### src/rtl/sram_arbiter_ctrl.sv
// Two-port round-robin arbiter and access sequencer for the 64-word SRAM.
// Port A is the MEM-stage data port and port B is the fetch port.
module sram_arbiter_ctrl #(
  parameter int unsigned WAIT_CYCLES = 4,
  parameter int unsigned CNT_W       = 4
) (
  input  logic        clk,
  input  logic        rst_n,
  input  logic        a_req,
  input  logic        a_we,
  input  logic [31:0] a_addr,
  input  logic [31:0] a_wdata,
  output logic [31:0] a_rdata,
  output logic        a_done,
  output logic        a_stall,
  input  logic        b_req,
  input  logic        b_we,
  input  logic [31:0] b_addr,
  input  logic [31:0] b_wdata,
  output logic [31:0] b_rdata,
  output logic        b_done,
  output logic        b_stall,
  output logic        sram_r_en,
  output logic        sram_w_en,
  output logic [31:0] sram_addr,
  output logic [31:0] sram_wdata,
  input  logic [31:0] sram_rdata
);

  typedef enum logic [1:0] {
    IDLE = 2'd0,
    BUSY = 2'd1,
    DONE = 2'd2
  } state_e;

  state_e      state_q, state_d;
  logic [CNT_W-1:0] cnt_q, cnt_d;
  logic        last_b_q, last_b_d;
  logic        own_b_q, own_b_d;
  logic        we_q, we_d;
  logic [31:0] addr_q, addr_d;
  logic [31:0] wdata_q, wdata_d;
  logic [31:0] a_rdata_q, a_rdata_d;
  logic [31:0] b_rdata_q, b_rdata_d;
  logic        grant_a, grant_b;

  // Arbitration, access sequencing and read-data capture.
  always_comb begin
    state_d   = state_q;
    cnt_d     = cnt_q;
    last_b_d  = last_b_q;
    own_b_d   = own_b_q;
    we_d      = we_q;
    addr_d    = addr_q;
    wdata_d   = wdata_q;
    a_rdata_d = a_rdata_q;
    b_rdata_d = b_rdata_q;
    grant_a   = 1'b0;
    grant_b   = 1'b0;
    unique case (state_q)
      IDLE: begin
        // On a tie the port that was not served last wins.
        if (a_req && (!b_req || last_b_q)) begin
          grant_a = 1'b1;
        end else if (b_req) begin
          grant_b = 1'b1;
        end
        if (grant_a) begin
          own_b_d = 1'b0;
          we_d    = a_we;
          addr_d  = {a_addr[31:2], 2'b00};
          wdata_d = a_wdata;
        end else if (grant_b) begin
          own_b_d = 1'b1;
          we_d    = b_we;
          addr_d  = {b_addr[31:2], 2'b00};
          wdata_d = b_wdata;
        end
        if (grant_a || grant_b) begin
          cnt_d   = CNT_W'(WAIT_CYCLES - 1);
          state_d = BUSY;
        end
      end
      BUSY: begin
        if (cnt_q == '0) begin
          if (!we_q) begin
            if (own_b_q) b_rdata_d = sram_rdata;
            else         a_rdata_d = sram_rdata;
          end
          state_d = DONE;
        end else begin
          cnt_d = cnt_q - 1'b1;
        end
      end
      DONE: begin
        last_b_d = own_b_q;
        state_d  = IDLE;
      end
      default: begin
        state_d = IDLE;
      end
    endcase
  end

  // State and datapath registers; reset aborts any access in flight.
  always_ff @(posedge clk or negedge rst_n) begin
    if (!rst_n) begin
      state_q   <= IDLE;
      cnt_q     <= '0;
      last_b_q  <= 1'b1;
      own_b_q   <= 1'b0;
      we_q      <= 1'b0;
      addr_q    <= '0;
      wdata_q   <= '0;
      a_rdata_q <= '0;
      b_rdata_q <= '0;
    end else begin
      state_q   <= state_d;
      cnt_q     <= cnt_d;
      last_b_q  <= last_b_d;
      own_b_q   <= own_b_d;
      we_q      <= we_d;
      addr_q    <= addr_d;
      wdata_q   <= wdata_d;
      a_rdata_q <= a_rdata_d;
      b_rdata_q <= b_rdata_d;
    end
  end

  // Enables and done pulses decode straight from state so reset drops them at once.
  always_comb begin
    sram_r_en  = (state_q == BUSY) && !we_q;
    sram_w_en  = (state_q == BUSY) && we_q;
    sram_addr  = addr_q;
    sram_wdata = wdata_q;
    a_done     = (state_q == DONE) && !own_b_q;
    b_done     = (state_q == DONE) && own_b_q;
    a_rdata    = a_rdata_q;
    b_rdata    = b_rdata_q;
    a_stall    = a_req && !a_done;
    b_stall    = b_req && !b_done;
  end

endmodule

### config.mk
export PLATFORM = sky130hd
export DESIGN_NAME = sram_arbiter_ctrl
export DESIGN_NICKNAME = d
export VERILOG_FILES = /design/src/rtl/sram_arbiter_ctrl.sv
export SDC_FILE = /design/constraint.sdc
export NUM_CORES = 1
export LEC_CHECK = 0
export BUFFER_PORTS_ARGS = -buffer_cell sky130_fd_sc_hd__buf_4
export CAP_MARGIN = 20
export CORE_MARGIN = 3
export CORE_UTILIZATION = 50
export CTS_CLUSTER_DIAMETER = 30
export DETAILED_ROUTE_END_ITERATION = 6
export PLACE_DENSITY_LB_ADDON = 0.2
export SLEW_MARGIN = 20
export SYNTH_ARGS = -nofsm -noshare
export SYNTH_HDL_FRONTEND = slang
export SYNTH_SLANG_ARGS = --single-unit
### constraint.sdc
create_clock -name clk -period 3.17 [get_ports clk]
set_input_delay 0.317 -clock clk [delete_from_list [all_inputs] [get_ports clk]]
set_output_delay 0.317 -clock clk [all_outputs]
set_load 0.03 [all_outputs]
---- Word-level counts from Yosys, hierarchy flattened ----
Cells that the tools add are included.
word-level totals
  register bits after elaboration ......... 137
cells by class
  reduce and logical (&&, ||, !) cells .... 23
  add/sub/neg operators ................... 1
  eq/ne operators ......................... 5
  bitwise gates (word level) .............. 2
  mux-type cells .......................... 19
operators by type and width
  kind                                               number
  2-to-1 mux 32 bit                                  4
  2-to-1 mux 1 bit                                   9
  2-to-1 mux 4 bit                                   2
  one-hot mux 4 bit (2 select lines)                 1
  AND reduction 4 bit                                2
  logical AND 1 bit                                  7
  inequality test 2 bit (second input constant)      3
  logical NOT 1 bit                                  5
  logical NOT 4 bit                                  1
  2-to-1 mux 2 bit                                   2
  one-hot mux 2 bit (2 select lines)                 1
  AND reduction 2 bit                                2
  nonzero test 2 bit                                 2
  subtractor 4 x 1 -> 4 bit (second input constant)  1
  AND reduction 3 bit                                1
  == test 2 x 1 -> 1 bit (second input constant)     1
  == test 2 bit (second input constant)              1
  logical NOT 2 bit                                  1
  logical OR 1 bit                                   2
  NOT 1 bit                                          2

---- Depth between registers and ports, before layout ----
  depth after elaboration ................. 8
  depth in mapped cells ................... 7

---- Least setup slack after synthesis ----
Ideal clock, no wire load.
  path type ............................... reg-to-reg
  start ................................... register cnt_q[0]
  end ..................................... register a_rdata_q[0] (netlist: a_rdata[0])
  required time ........................... 3045 ps
  arrival ................................. 2018 ps
  clock period less this slack ............ 2143 ps
  setup time .............................. 125 ps
  cell stages (with the launch flop) ...... 8
  path slack .............................. 1027 ps
  path through ............................ dfrtp_1 -> inv_1 -> ha_1 -> or3b_4 -> or4_4 -> buf_6 -> buf_12 -> mux2_4
on the way
  longest elaborated chain between the ends .. 2
ends and longest elaborated chain
  what                                  line  text
  start: declaration                    37    logic [CNT_W-1:0] cnt_q, cnt_d;
  start signal: assignment              119   cnt_q <= cnt_d;
  logical NOT 4 bit                     85    if (cnt_q == '0) begin
  AND reduction 4 bit (no source line)  n/a
  end signal: assignment                125   a_rdata_q <= a_rdata_d;
  end: declaration                      43    logic [31:0] a_rdata_q, a_rdata_d;
No other way between the ends.
A chain may end at the register's enable or synchronous reset.

---- Final worst setup path ----
  start ................................... register cnt_q[1]
  end ..................................... register a_rdata_q[26] (netlist: a_rdata[26])
The elaborated chain is that of the path after synthesis.

==> results.md <==
* Crit-path max cell delay at 0.74 ns
* Max-cap viol count at 0
* Worst path required time at 3.46 ns
* GRT Overall Usage at 28.43%
* Max_slew headroom at 37.90%
* Number of global-route vias before repair at 5792
* Worst path slowest cell: or4_4
* Cell Area, Synth at 0.006200 mm²
* Synth Instances at 492
* Pwr Total at 0.01025 W
* Hold Crit Class: in -> reg
* Total CTS buffers at 17
* R2R Setup Slk at 0.77 ns
* Final setup viols at 0
* Hold Path Stages at 2
* RR Startpoint: cnt_q[1]
* Most common cell after layout, fill and taps aside: buf_4
* Syn avg cell area at 12.60 µm²
* Most frequent cells in the layout: 304 x buf_4, 134 x dfrtp_1, 65 x o21ai_0, 63 x a311oi_1, 63 x a2bb2oi_1
* Hold wc startpoint: sram_rdata[13]
* Die area at 0.01377 mm²
* Max FO, Critical Path at 32
* Final period util at 75.65%
* DIE WIDTH at 117.4 µm
* Post-DP HPWL at 13.45 mm
* Clock slew at reported path FFs at 0.06 ns
* Drc violations at 0
* Die Height at 117.4 µm
* Final nets at 930
* Final Hold Fails at 0
* Setup repair after global routing missed its margin: no
* Antenna violations before repair at 0
* Period minus WS final at 2.398 ns
* DR pass1 iterations at 5
* Nature of the critical path startpoint: flop
* #FFs+latches synth at 135
* Worst path cell trace: inv_1 > ha_1 > or3b_4 > or4_4 > mux2_4
* Arr. time, crit path at 2.69 ns
* Count of cell types in the netlist at 35
* DR vias/cell at 5.961
* Warnings from Yosys at 0
* TritonCTS clock tree: done
* Synth-to-layout area growth at 46.26%
* Fin Setup TNS at 0 ns
* Port Buffers at 293
* CP Buf/Inv Count at 1
* Clock root buffer: clkbuf_16
* Initial Util at 51.40%
* Main flop type after synthesis: dfrtp_1
* CTS sink cnt at 135
* Routed WL at 19.69 mm
* WL/cell at 20.95 µm
* Detail Route Antenna Nets at 0
* Slew @ Worst Pin at 0.9305 ns
* Power Density at 1131 mW/mm²
* Starting DRT DRC Count at 403
* Sequential-to-total area share from yosys stat at 54.51%
* Post-synth ARST share at 100.0%
* Max-slew violation count at 0
* Largest net degree at the start of global routing at 77
* Area post-placement at 0.008473 mm²
* CP top delay family: simple AND/OR/NAND/NOR gates
* Post-layout instance area at 0.009067 mm²
* Final Hold Slack at 0.1422 ns
* Crit path capture type: flop
* Fill cells at 810
* Placer congestion estimate at 0.8735
* ANT cells at 0
* Worst R2R End: a_rdata[26]
* Max Fclk at 0.4170 GHz
* Post-synth EDFFs at 0
* Core area at 0.01206 mm²
* H-tree depth at 4
* Setup Skew at 0.009371 ns
* Via count at 5603
* Peak supply drop at 0.6633 mV
* Leak at 4.181 nW
* Worst-case reg-to-reg path depth at 5
* # IOs at 300
* Status: finished, final reports clean
* Worst skew pair latency at 0.41 ns
* Hold path endpoint: a_rdata[13]
* Total gr overflow at 0
* Share of cells above drive strength 1 at 52.85%
* Clock Path Buffers at 2
* Critical path class: reg -> reg
* # rows at 40
* First-pass GRT wire length at 31.17 mm
-- routing by layer --
metal	global-route usage, %	wire length (µm)
met4	15.40	876
met2	45.16	9597
met5	0	0
met1	34.49	7674
met3	9.257	1541
-- worst max path at each step --
| stage | endpoint | depth (start not counted) | startpoint |
|---|---|---|---|
| floorplan | a_rdata[0] | 7 | cnt_q[0] |
| global placement | a_rdata[5] | 5 | cnt_q[0] |
| detailed placement | a_rdata[9] | 5 | cnt_q[1] |
| CTS | a_rdata[9] | 5 | cnt_q[1] |
| global route | a_rdata[26] | 5 | cnt_q[0] |
| finish | a_rdata[26] | 5 | cnt_q[1] |
-- cell usage after synthesis (all sizes together) (2+ instances only) --
| library cell | count | area (µm²) |
|---|---|---|
| a2bb2oi | 63 | 551.8 |
| a311oi | 63 | 551.8 |
| a31oi | 2 | 12.51 |
| and2 | 2 | 12.51 |
| buf | 6 | 86.33 |
| clkbuf | 51 | 192.7 |
| dfrtp | 134 | 3353 |
| ha | 2 | 25.02 |
| inv | 5 | 18.77 |
| mux2 | 64 | 833.3 |
| nand2 | 3 | 11.26 |
| nand2b | 4 | 27.53 |
| nand3 | 3 | 15.01 |
| nor2 | 7 | 26.28 |
| nor2b | 2 | 12.51 |
| nor3 | 3 | 15.01 |
| o21ai | 65 | 325.3 |
-- final cells by class --
class	instances	area, µm²	share of cell area (%)
flip-flops and latches	135	3379	37.27
multi-input cells	296	2551	28.14
repair buffers	307	2323	25.62
clock buffers	20	456.7	5.037
well taps	168	210.2	2.318
clock inverters	9	127.6	1.407
inverters	5	18.77	0.2070
-- power breakdown --
group          internal, W  switching [W]  leakage [nW]
combinational      0.00219        0.00292          2.36
clock              0.00126       0.000706         0.280
sequential         0.00260       0.000579          1.54
-- cells by family (layout without fill, tap and decap cells) --
logic type,after synthesis,after routing,share of synthesized area (%)
AOI/OAI and AO/OA,197,197,23.83
adders and majority gates,2,2,0.4036
buffers and inverters,62,341,4.803
DFF,135,135,54.51
muxes,65,65,13.60
other,1,2,0.06049
and+or+nand+nor,30,30,2.785
-- sequential cells by signal, summed over array words and instances, names as in the netlist --
name and count:
state_q 2, own_b_q 1, a_rdata 32, we_q 1, last_b_q 1, cnt_q 4, sram_wdata 32, b_rdata 32
sram_addr 30
-- stage by stage --
step	util [%]	setup slack (ns)	cells
2_1_floorplan	-	1.027	493
3_3_place_gp	70.25	0.8635	910
3_5_place_dp	70.25	0.7889	910
4_1_cts	75.18	0.7859	940
5_1_grt	75.18	0.7148	940
6_report	75.18	0.7719	940
-- repair_timing --
action,in CTS,in global routing
gates resized for setup,0,0
hold buffers,1,0
hold endpoints to repair,74,0
buffers inserted,0,0
(Power assumes the default switching activity.)
